--- config.mk ---
export PLATFORM = sky130hd
export DESIGN_NAME = fetch_unit_flat
export DESIGN_NICKNAME = d
export VERILOG_FILES = /design/src/rtl/fetch_unit_if.sv /design/src/rtl/fetch_unit.sv /design/src/flat_wrapper.sv
export SDC_FILE = /design/constraint.sdc
export NUM_CORES = 1
export LEC_CHECK = 0
export CORE_ASPECT_RATIO = 0.6
export CORE_MARGIN = 10
export CORE_UTILIZATION = 48
export CTS_CLUSTER_DIAMETER = 80
export DETAILED_ROUTE_END_ITERATION = 8
export PLACE_DENSITY = 0.88
export SETUP_SLACK_MARGIN = 0.5
export SLEW_MARGIN = 20
export SYNTH_ARGS = -nofsm -noshare
export SYNTH_HDL_FRONTEND = slang
export SYNTH_SLANG_ARGS = --single-unit
--- constraint.sdc ---
create_clock -name clk -period 6.75 [get_ports clk]
set_input_delay 1.35 -clock clk [delete_from_list [all_inputs] [get_ports clk]]
set_output_delay 1.35 -clock clk [all_outputs]
set_load 0.1 [all_outputs]
--- src/rtl/fetch_unit_if.sv ---
// Bundles the signals between the fetch stage, instruction memory and decode.
// The master modport is the fetch stage. The slave modport is its environment:
// memory plus decode/execute.
interface fetch_unit_if;
  // instruction memory request/ack bus
  logic        imem_req;
  logic [31:0] imem_addr;
  logic        imem_ack;
  logic [31:0] imem_rdata;
  // decode-side output slot and back-pressure
  logic        stall;
  logic [31:0] instr;
  logic [31:0] instr_pc;
  logic        instr_valid;
  // redirects from execute (branch) and decode (jump)
  logic        redirect_branch;
  logic [31:0] branch_pc;
  logic [15:0] branch_offset;
  logic        redirect_jump;
  logic [31:0] jump_pc;
  logic [25:0] jump_targ;

  modport master (
    output imem_req, imem_addr, instr, instr_pc, instr_valid,
    input  imem_ack, imem_rdata, stall,
    input  redirect_branch, branch_pc, branch_offset,
    input  redirect_jump, jump_pc, jump_targ
  );

  modport slave (
    input  imem_req, imem_addr, instr, instr_pc, instr_valid,
    output imem_ack, imem_rdata, stall,
    output redirect_branch, branch_pc, branch_offset,
    output redirect_jump, jump_pc, jump_targ
  );
endinterface

--- src/rtl/fetch_unit.sv ---
// Instruction-fetch stage. It owns the PC and fetches over a req/ack memory bus.
// It presents one registered instruction per cycle to decode, and it parks one
// instruction in a skid register when decode stalls. Redirects flush the
// output slot and the skid. A redirect that arrives while an access is still
// outstanding lets that access finish in DROP, and its data is discarded.
module fetch_unit #(
  parameter logic [31:0] RESET_PC = 32'h0000_0000
) (
  input  logic        clk,
  input  logic        rst,
  fetch_unit_if.master bus
);

  typedef enum logic [1:0] {IDLE, REQ, FULL, DROP} state_t;

  state_t      state_reg, state_next;
  logic [31:0] pc_reg, pc_next;
  logic [31:0] addr_reg, addr_next;
  logic [31:0] instr_reg, instr_next;
  logic [31:0] ipc_reg, ipc_next;
  logic        valid_reg, valid_next;
  logic [31:0] skid_instr_reg, skid_instr_next;
  logic [31:0] skid_pc_reg, skid_pc_next;

  logic        slot_free;
  logic        redirect;
  logic [31:0] branch_target;
  logic [31:0] jump_target;
  logic [3:0]  jump_region;
  logic [31:0] redirect_target;

  // Redirect target arithmetic. A branch wins over a jump because it is older.
  assign jump_region     = 4'((bus.jump_pc + 32'd4) >> 28);
  assign jump_target     = {jump_region, bus.jump_targ, 2'b00};
  assign branch_target   = bus.branch_pc + 32'd4 +
                           {{14{bus.branch_offset[15]}}, bus.branch_offset, 2'b00};
  assign redirect        = bus.redirect_branch | bus.redirect_jump;
  assign redirect_target = bus.redirect_branch ? branch_target : jump_target;
  assign slot_free       = !valid_reg || !bus.stall;

  // Moore request: asserted whenever an access is outstanding (REQ or DROP)
  assign bus.imem_req    = (state_reg == REQ) || (state_reg == DROP);
  assign bus.imem_addr   = addr_reg;
  assign bus.instr       = instr_reg;
  assign bus.instr_pc    = ipc_reg;
  assign bus.instr_valid = valid_reg;

  // State register
  always_ff @(posedge clk or posedge rst) begin
    if (rst) state_reg <= IDLE;
    else     state_reg <= state_next;
  end

  // Next-state and datapath next values; redirect overrides everything else
  always_comb begin
    state_next      = state_reg;
    pc_next         = pc_reg;
    addr_next       = addr_reg;
    instr_next      = instr_reg;
    ipc_next        = ipc_reg;
    valid_next      = valid_reg;
    skid_instr_next = skid_instr_reg;
    skid_pc_next    = skid_pc_reg;

    // When decode consumes the slot and nothing new loads, the slot drains to a NOP
    if (!bus.stall) begin
      valid_next = 1'b0;
      instr_next = 32'h0;
    end

    if (redirect) begin
      pc_next         = redirect_target;
      valid_next      = 1'b0;
      instr_next      = 32'h0;
      skid_instr_next = 32'h0;
      skid_pc_next    = 32'h0;
      case (state_reg)
        REQ, DROP: begin
          if (bus.imem_ack) begin
            // The outstanding access ends this cycle, so refetch at once
            addr_next  = redirect_target;
            state_next = REQ;
          end else begin
            state_next = DROP;
          end
        end
        default: begin
          addr_next  = redirect_target;
          state_next = REQ;
        end
      endcase
    end else begin
      case (state_reg)
        IDLE: begin
          addr_next  = pc_reg;
          state_next = REQ;
        end
        REQ: begin
          if (bus.imem_ack) begin
            pc_next = pc_reg + 32'd4;
            if (slot_free) begin
              instr_next = bus.imem_rdata;
              ipc_next   = addr_reg;
              valid_next = 1'b1;
              addr_next  = pc_reg + 32'd4;
            end else begin
              skid_instr_next = bus.imem_rdata;
              skid_pc_next    = addr_reg;
              state_next      = FULL;
            end
          end
        end
        FULL: begin
          if (!bus.stall) begin
            instr_next      = skid_instr_reg;
            ipc_next        = skid_pc_reg;
            valid_next      = 1'b1;
            skid_instr_next = 32'h0;
            skid_pc_next    = 32'h0;
            addr_next       = pc_reg;
            state_next      = REQ;
          end
        end
        DROP: begin
          if (bus.imem_ack) begin
            addr_next  = pc_reg;
            state_next = REQ;
          end
        end
        default: state_next = IDLE;
      endcase
    end
  end

  // Datapath registers: PC, memory address, output slot and skid
  always_ff @(posedge clk or posedge rst) begin
    if (rst) begin
      pc_reg         <= RESET_PC;
      addr_reg       <= RESET_PC;
      instr_reg      <= 32'h0;
      ipc_reg        <= 32'h0;
      valid_reg      <= 1'b0;
      skid_instr_reg <= 32'h0;
      skid_pc_reg    <= 32'h0;
    end else begin
      pc_reg         <= pc_next;
      addr_reg       <= addr_next;
      instr_reg      <= instr_next;
      ipc_reg        <= ipc_next;
      valid_reg      <= valid_next;
      skid_instr_reg <= skid_instr_next;
      skid_pc_reg    <= skid_pc_next;
    end
  end

endmodule
--- src/flat_wrapper.sv ---
// flat-port wrapper written by rule: the top's interface ports become plain ports
module fetch_unit_flat 
#(
  parameter logic [31:0] RESET_PC = 32'h0000_0000
)
  (clk, rst, bus_imem_req, bus_imem_addr, bus_instr, bus_instr_pc, bus_instr_valid, bus_imem_ack, bus_imem_rdata, bus_stall, bus_redirect_branch, bus_branch_pc, bus_branch_offset, bus_redirect_jump, bus_jump_pc, bus_jump_targ);
  fetch_unit_if bus_i ();
  input  logic clk;
  input  logic rst;
  output wire logic [$bits(bus_i.imem_req)-1:0] bus_imem_req;
  output wire logic [$bits(bus_i.imem_addr)-1:0] bus_imem_addr;
  output wire logic [$bits(bus_i.instr)-1:0] bus_instr;
  output wire logic [$bits(bus_i.instr_pc)-1:0] bus_instr_pc;
  output wire logic [$bits(bus_i.instr_valid)-1:0] bus_instr_valid;
  input wire logic [$bits(bus_i.imem_ack)-1:0] bus_imem_ack;
  input wire logic [$bits(bus_i.imem_rdata)-1:0] bus_imem_rdata;
  input wire logic [$bits(bus_i.stall)-1:0] bus_stall;
  input wire logic [$bits(bus_i.redirect_branch)-1:0] bus_redirect_branch;
  input wire logic [$bits(bus_i.branch_pc)-1:0] bus_branch_pc;
  input wire logic [$bits(bus_i.branch_offset)-1:0] bus_branch_offset;
  input wire logic [$bits(bus_i.redirect_jump)-1:0] bus_redirect_jump;
  input wire logic [$bits(bus_i.jump_pc)-1:0] bus_jump_pc;
  input wire logic [$bits(bus_i.jump_targ)-1:0] bus_jump_targ;
  assign bus_imem_req = bus_i.imem_req;
  assign bus_imem_addr = bus_i.imem_addr;
  assign bus_instr = bus_i.instr;
  assign bus_instr_pc = bus_i.instr_pc;
  assign bus_instr_valid = bus_i.instr_valid;
  assign bus_i.imem_ack = bus_imem_ack;
  assign bus_i.imem_rdata = bus_imem_rdata;
  assign bus_i.stall = bus_stall;
  assign bus_i.redirect_branch = bus_redirect_branch;
  assign bus_i.branch_pc = bus_branch_pc;
  assign bus_i.branch_offset = bus_branch_offset;
  assign bus_i.redirect_jump = bus_redirect_jump;
  assign bus_i.jump_pc = bus_jump_pc;
  assign bus_i.jump_targ = bus_jump_targ;
  fetch_unit #(.RESET_PC(RESET_PC)) u_core (.clk(clk), .rst(rst), .bus(bus_i));
endmodule
==> results.cfg, run 1 <==
[synthesis]
syn-num-nets = 1699
ys_seq_area_share_pct = 39.7
netlist_instances = 1493
synthTopCellsByArea = dfrtp_1 (40%), nand2_1 (11%), ha_1 (6.2%)
synth-seq-cells = 195
syn_area_um2 = 12300
synth_top_area_cell = dfrtp_1
synth_warnings = 0
syn-mean-instance-area_um2 = 8.23
ys_types = 80
async_reset_ff_share_pct = 100
synth_edf_count = 0
synth_top_area_share_pct = 39.7
ys.flop_type = dfrtp_1

[routing]
first_iter_violations = 1447
dr.pass1.iters = 8
route.vias.total = 12000
wire_per_inst_um = 19.4
drt-met1-wl_um = 16900
drc = 0
dr_wl_met2_um = 17700
top_layer_used = met4
vias_per_cell = 5.97
detail-route-antenna-nets = 0
dr_wl_met3_um = 3720
wl_um = 38900

[grt]
grt-ovfl-total = 0
antenna_found_initial = 0
grt_pass1_vias = 11600
grt_max_degree = 123
grt_pass1_wl_um = 61600
grt_use_total_pct = 23.3

[floorplanning]
rows = 45
design.core.area_um2 = 25200
ios = 242
initial_core_util_pct = 48.7
die_height_um = 144
dieArea_um2 = 32600
die_width_um = 227

[job]
drv_cap = 0

[clock_tree]
cts_buffers = 17
clockBufferDepth = 2
cts-root-buf = clkbuf_16
post_cts_buffers = 0
cts_max_level = 4
clk_latency_ns = 0.44
cts_tree = built
post_cts_resized = 0
clkTransAtPathRegs_ns = 0.07
cts_hold_buffers = 0
cts.sinks = 195

[timing]
clock.fmax_mhz = 225
setup_slack_ns = 2.31
hold_slack_ns = 0.481
setup_viol = 0
finalHoldViolations = 0
tightest_slew_ns = 1.13
report.final.slew_viol_count = 0
final.setup.tns_ns = 0
relSlewSlack_pct = 24.5
post-route-period-util_pct = 65.7
fin_skew_ns = 0.0167
rsz0062_at_grt = no
post-route-min-period_ns = 4.44

[power]
p_leak_nw = 6.49
power_density_nw_per_um2 = 314
peakVddDrop_mv = 0.396

[placement]
dp_hpwl_um = 28100
io_buffers = 239
preCtsSetupSlack_ns = 1.92
gp_congestion = 0.924

[run_status]
outcome = finished, final reports clean

[worst_setup_path]
reg2reg_to = u_core.skid_pc_reg[22]
required_ns = 7.08
end_kind = register
critPathLaunchType = primary input
path_max_fanout = 15
reg2reg_from = u_core.state_reg[0]
r2r_cells = 6
ff2ff_setup_slack_ns = 3.43
arrival_ns = 4.76
crit_type = primary input to register

[min_path]
min_path_cells = 2
hp-class = register to register
holdPathEnd = u_core.skid_instr_reg[28]
hold_start = u_core.skid_instr_reg[28]

[final_layout]
area_growth_pct = 26.0
drive_gt1_share_pct = 5.66
nets = 1870
diodes = 0
final_common_cell = nand2_1
mostFrequentLayoutCells = nand2_1 (358), clkdlybuf4s50_1 (239), dfrtp_1 (195)
fillers = 2137
==> logic make-up after synthesis <==
kind of cell	after synthesis	synth area share (%)
compound gates	411	21.1
simple gates	599	21.0
buf+inv	126	4.28
flops	195	39.7
fa+ha+maj	62	6.37
xor+xnor	62	4.42
mux	38	3.13
==> synthesized netlist by cell type, types with 13 or more instances <==
cell	number
dfrtp_1	195
ha_1	61
nand3_1	34
a31oi_1	25
a22oi_1	13
xnor2_1	40
xor2_1	22
mux2i_1	35
a222oi_1	36
o21ai_0	140
nor2_1	126
nand2_1	358
buf_1	18
inv_1	19
o21a_1	16
nand4_1	18
a21oi_1	104
clkbuf_1	69
==> area by class of cell <==
type,instances,area (um2),area share (%)
clock inverter,13,173,1.11
timing repair buffer,258,2560,16.5
clock buffer,19,453,2.92
sequential,195,4880,31.5
multi-input combinational,1172,6930,44.8
tap,329,412,2.66
inverter,20,78.8,0.509
==> report_power, final <==
group	total [W]	internal (W)	switching, W
sequential	0.00158	0.00137	0.000214
clock	0.00110	0.000611	0.000489
combinational	0.00218	0.000595	0.00158
==> layer usage <==
metal	GRT usage, %	vias to the layer above
met5	0	-
met4	6.29	0
met3	6.13	55
met2	37.1	589
met1	30.8	5719
li1	-	5616
==> worst max-delay path by stage <==
stage | from | slack (ns) | endpoint
6_report | bus_branch_offset[15] | 2.31 | u_core.pc_reg[28]
5_1_grt | bus_branch_offset[15] | 2.04 | u_core.pc_reg[28]
4_1_cts | bus_branch_offset[15] | 2.37 | u_core.pc_reg[28]
3_5_place_dp | bus_branch_offset[15] | 1.92 | u_core.pc_reg[28]
3_3_place_gp | bus_branch_offset[15] | 2.00 | u_core.pc_reg[28]
2_1_floorplan | rst | 2.88 | u_core.bus.imem_addr[0]
==> critical path: stages <==
cell and delay, ns:
clkdlybuf4s50_1 0.89, ha_1 0.35, ha_1 0.38, a2111oi_0 0.47, o2111ai_1 0.20, o21ai_0 0.19, a211o_1 0.19, o211ai_1 0.09
a211oi_1 0.37, o21ai_0 0.16, o21a_1 0.13
==> per-stage QoR <==
step / instance area, um2 / utilization (%) / power, W / cells
floorplan: 12300 / - / 0.00313 / 1493
global placement: 14900 / 58.9 / 0.00371 / 1974
detailed placement: 14900 / 58.9 / 0.00376 / 1974
CTS: 15500 / 61.4 / 0.00486 / 2006
global route: 15500 / 61.4 / 0.00506 / 2006
finish: 15500 / 61.4 / 0.00486 / 2006
Note: power is estimated with default switching activity, not from simulation.
==> run 2: changes to the inputs <==
==> constraint.sdc (replaced) <==
create_clock -name clk -period 3.8 [get_ports clk]
set_input_delay 0.76 -clock clk [delete_from_list [all_inputs] [get_ports clk]]
set_output_delay 0.76 -clock clk [all_outputs]
set_load 0.1 [all_outputs]
==> results.cfg, run 2 (synthesis gave the netlist of run 1 again) <==
[grt]
grt_use_total_pct = 23.8
grt-ovfl-total = 0
grt_pass1_vias = 11700
grt_pass1_wl_um = 62800
antenna_found_initial = 0
grt_max_degree = 85

[power]
power_density_nw_per_um2 = 549
peakVddDrop_mv = 0.965
p_leak_nw = 6.79
power.total_w = 0.00885

[worst_setup_path]
worstPathCellList = clkdlybuf4s50_1, ha_4, ha_4, a21o_1, a221o_2, buf_6, a31oi_4, buf_4, o21ai_2, xnor2_1, o21ai_1, a21oi_1, o21ai_0
crit_type = primary input to register
crit_start = bus_branch_pc[7]
end_kind = register
max_stage_delay_ns = 0.52
reg2reg_to = u_core.bus.imem_addr[24]
ff2ff_setup_slack_ns = 1.09
critPathLaunchType = primary input
path_max_fanout = 6
arrival_ns = 3.64
r2r_cells = 9
path_delay_family = compound AO/OA/AOI/OAI gates
path_buf_inv = 3
crit_path_frequent_cell = ha_4
required_ns = 4.15
crit_path_top_delay_cell = clkdlybuf4s50_1
reg2reg_from = u_core.pc_reg[2]

[timing]
setup_viol = 0
post-route-min-period_ns = 3.29
rsz0062_at_grt = yes
report.final.slew_viol_count = 0
tightest_slew_ns = 1.09
finalHoldViolations = 0
relSlewSlack_pct = 27.3
clock.fmax_mhz = 304
fin_skew_ns = 0.0129
post-route-period-util_pct = 86.6

[min_path]
holdPathEnd = u_core.skid_pc_reg[9]
min_path_cells = 2
hold_start = u_core.skid_pc_reg[9]
hp-class = register to register

[clock_tree]
cts_buffers = 17
clkTransAtPathRegs_ns = 0.08
clockBufferDepth = 2
clk_latency_ns = 0.44
cts.sinks = 195
cts_hold_buffers = 0
cts_tree = built
cts_max_level = 4
cts-root-buf = clkbuf_16

[placement]
place_inst = 2015
gp_congestion = 0.931
dp_hpwl_um = 28900
io_buffers = 239

[floorplanning]
dieArea_um2 = 32600
die_height_um = 144
design.core.area_um2 = 25200
initial_core_util_pct = 48.7
ios = 242
die_width_um = 227
rows = 45

[routing]
drc = 0
first_iter_violations = 1431
wl_um = 39700
dr.pass1.iters = 8
route.vias.total = 12200
detail-route-antenna-nets = 0
vias_per_cell = 5.96
wire_per_inst_um = 19.3

[final_layout]
multi_input_area_um2 = 7150
nets = 1917
fillers = 2060
register_area_um2 = 4880
diodes = 0
drive_gt1_share_pct = 9.63
mostFrequentLayoutCells = nand2_1 (356), clkdlybuf4s50_1 (227), dfrtp_1 (195)
area_growth_pct = 31.1
final_cell_count_no_fill = 2052
final_common_cell = nand2_1

[job]
drv_cap = 0

[run_status]
outcome = finished, final reports clean
[run 2: cell count changes in the layout (fill, tap and decap cells not counted), sizes merged]
cell	delta
buf	+49
bufinv	+1
clkbuf	+2
clkdlybuf4s15	+1
clkdlybuf4s50	-12
clkinv	-2
dlygate4sd2	+5
dlymetal6s2s	+4
inv	-2
[run 2: final cells by class]
cell class / instances / share of cell area (%)
Multi-Input combinational cell: 1172 / 44.4
Clock buffer: 21 / 2.98
Inverter: 20 / 0.489
Clock inverter: 10 / 1.06
Timing Repair Buffer: 305 / 18.3
Sequential cell: 195 / 30.3
Tap cell: 329 / 2.56
[run 2: worst max path at each step]
stage	endpoint	depth (start not counted)
after global routing	u_core.pc_reg[20]	11
after floorplan	u_core.bus.imem_addr[0]	1
after CTS	u_core.bus.imem_addr[27]	12
final	u_core.bus.imem_addr[17]	13
after global placement	u_core.bus.imem_addr[31]	13
after detailed placement	u_core.bus.imem_addr[27]	13
[run 2: worst min-delay path: cells and delay by family (launching register included)]
kind            cells  cell delay (ns)
simple gates        1             0.05
compound gates      1             0.06
flops               1             0.34
[run 2: power breakdown]
part	internal, W	total [W]	switching (W)
Clock	0.00118	0.00202	0.000843
Sequential	0.00243	0.00283	0.000404
Combinational	0.00115	0.00399	0.00284
[run 2: repair_timing]
item                       in CTS  in global routing
setup endpoints to repair      21                 24
gates resized for setup        20                 25
pin swaps                      12                 12
setup buffers                   4                  2
[run 2: routing by layer]
layer	wire, um	vias to the layer above	track usage [%]
met4	694	0	6.40
met5	0	-	0
met3	4190	57	5.90
li1	-	5683	-
met2	17800	662	36.4
met1	17000	5836	32.7
[run 2: stage by stage]
step | setup slack (ns) | TNS (ns) | utilization [%] | instance area (um2) | hold WS [ns]
2_1_floorplan | 0.522 | 0 | - | 12300 | 0.450
3_3_place_gp | -0.177 | -0.908 | 60.2 | 15200 | 0.461
3_5_place_dp | -0.208 | -1.93 | 60.2 | 15200 | 0.471
4_1_cts | 0.496 | 0 | 63.2 | 15900 | 0.488
5_1_grt | 0.453 | 0 | 63.9 | 16100 | 0.508
6_report | 0.509 | 0 | 63.9 | 16100 | 0.484
==> run 3: changes to the inputs <==
--- a/config.mk
+++ b/config.mk
@@ -5,7 +5,6 @@
 export SDC_FILE = /design/constraint.sdc
 export NUM_CORES = 1
 export LEC_CHECK = 0
-export CORE_ASPECT_RATIO = 0.6
 export CORE_MARGIN = 10
 export CORE_UTILIZATION = 48
 export CTS_CLUSTER_DIAMETER = 80
==> results.cfg, run 3 (synthesis gave the netlist of run 1 again) <==
[run_status]
outcome = finished, final reports clean

[job]
drv_cap = 0

[routing]
detail-route-antenna-nets = 0
wire_per_inst_um = 18.3
vias_per_cell = 5.85
first_iter_violations = 1537
wl_um = 37400
route.vias.total = 12000
drc = 0
dr.pass1.iters = 9

[timing]
setup_viol = 0
rsz0062_at_grt = yes
clock.fmax_mhz = 312
relSlewSlack_pct = 27.1
finalHoldViolations = 0
tightest_slew_ns = 1.09
fin_skew_ns = 0.0161
post-route-min-period_ns = 3.21
report.final.slew_viol_count = 0
post-route-period-util_pct = 84.4

[placement]
place_inst = 2007
io_buffers = 239
gp_congestion = 0.886
dp_hpwl_um = 27500

[final_layout]
drive_gt1_share_pct = 8.70
diodes = 0
final_cell_count_no_fill = 2042
mostFrequentLayoutCells = nand2_1 (357), clkdlybuf4s50_1 (230), dfrtp_1 (195)
nets = 1906
final_common_cell = nand2_1
area_growth_pct = 28.6

[clock_tree]
clkTransAtPathRegs_ns = 0.08
cts-root-buf = clkbuf_16
cts_buffers = 17
clockBufferDepth = 2
clk_latency_ns = 0.44
cts.sinks = 195
cts_tree = built
cts_max_level = 4

[worst_setup_path]
critPathLaunchType = primary input
end_kind = register
ff2ff_setup_slack_ns = 1.21
path_max_fanout = 4
crit_type = primary input to register
required_ns = 4.11
arrival_ns = 3.52

[floorplanning]
rows = 58
initial_core_util_pct = 48.8
ios = 242
design.core.area_um2 = 25200
dieArea_um2 = 32400
die_height_um = 180
die_width_um = 180

[power]
p_leak_nw = 6.67
power.total_w = 0.00846
power_density_nw_per_um2 = 535
peakVddDrop_mv = 0.462

[grt]
top_usage_layer = met2
antenna_found_initial = 0
met2_usage_pct = 36.7
grt-ovfl-total = 0
grt_use_total_pct = 22.3
grt_pass1_wl_um = 61300
grt_pass1_vias = 12000
grt_max_degree = 93
grt.met3_usage_pct = 4.72
met1_usage_pct = 28.4

[min_path]
hp-class = register to register
==> run 3: layout make-up <==
type,count,area [um2]
Clock buffer,18,439
Timing Repair Buffer,294,2840
Multi-Input combinational cell,1172,7030
Inverter,20,78.8
Tap cell,330,413
Clock inverter,13,120
Sequential cell,195,4880
Fill cell,2076,9380
==> run 3: worst paths after layout <==
check / cells past startpoint / end / startpoint
setup / recovery: 11 / u_core.bus.imem_addr[27] / bus_branch_offset[3]
hold / removal: 2 / u_core.skid_pc_reg[19] / u_core.skid_pc_reg[19]
setup reg to reg: 9 / u_core.bus.imem_addr[24] / u_core.pc_reg[2]
hold reg to reg: 2 / u_core.skid_pc_reg[19] / u_core.skid_pc_reg[19]
max in group asynchronous: 3 / u_core.bus.instr[26] / rst
min in group asynchronous: 2 / u_core.skid_instr_reg[7] / rst
==> run 3: worst max-delay path, stage by stage <==
cell	delay, ns
clkdlybuf4s50_1	0.41
ha_1	0.30
ha_1	0.37
a21o_1	0.21
a221o_2	0.40
a31oi_4	0.25
o31a_4	0.21
o21ai_2	0.06
xor2_1	0.17
a222oi_1	0.26
o21ai_1	0.12
==> run 3: layer usage <==
metal | wire (um) | vias to the layer above
met3 | 3270 | 64
met1 | 15500 | 5625
li1 | - | 5664
met2 | 17700 | 602
met4 | 902 | 0
met5 | 0 | -
==> run 3: repair_timing <==
action / in CTS / in global routing
setup buffers: 2 / 2
pin swaps: 11 / 6
gates resized for setup: 15 / 13
hold buffers: 0 / 0
endpoints found under the setup margin: 13 / 23
==> run 3: power breakdown <==
group	internal (W)	total, W	switching [W]
logic	0.00112	0.00395	0.00283
clock network	0.000879	0.00173	0.000851
registers	0.00243	0.00278	0.000349
total	0.00443	0.00846	0.00403
==> run 3: stage by stage <==
stage	area [um2]	util (%)	hold WS, ns	worst slack [ns]	setup TNS, ns
after floorplan	12300	-	0.450	0.522	0
after global placement	15100	60.0	0.461	-0.0346	-0.165
after detailed placement	15100	60.0	0.470	-0.180	-0.655
after CTS	15700	62.4	0.486	0.523	0
after global routing	15800	62.7	0.501	0.496	0
final	15800	62.7	0.480	0.591	0
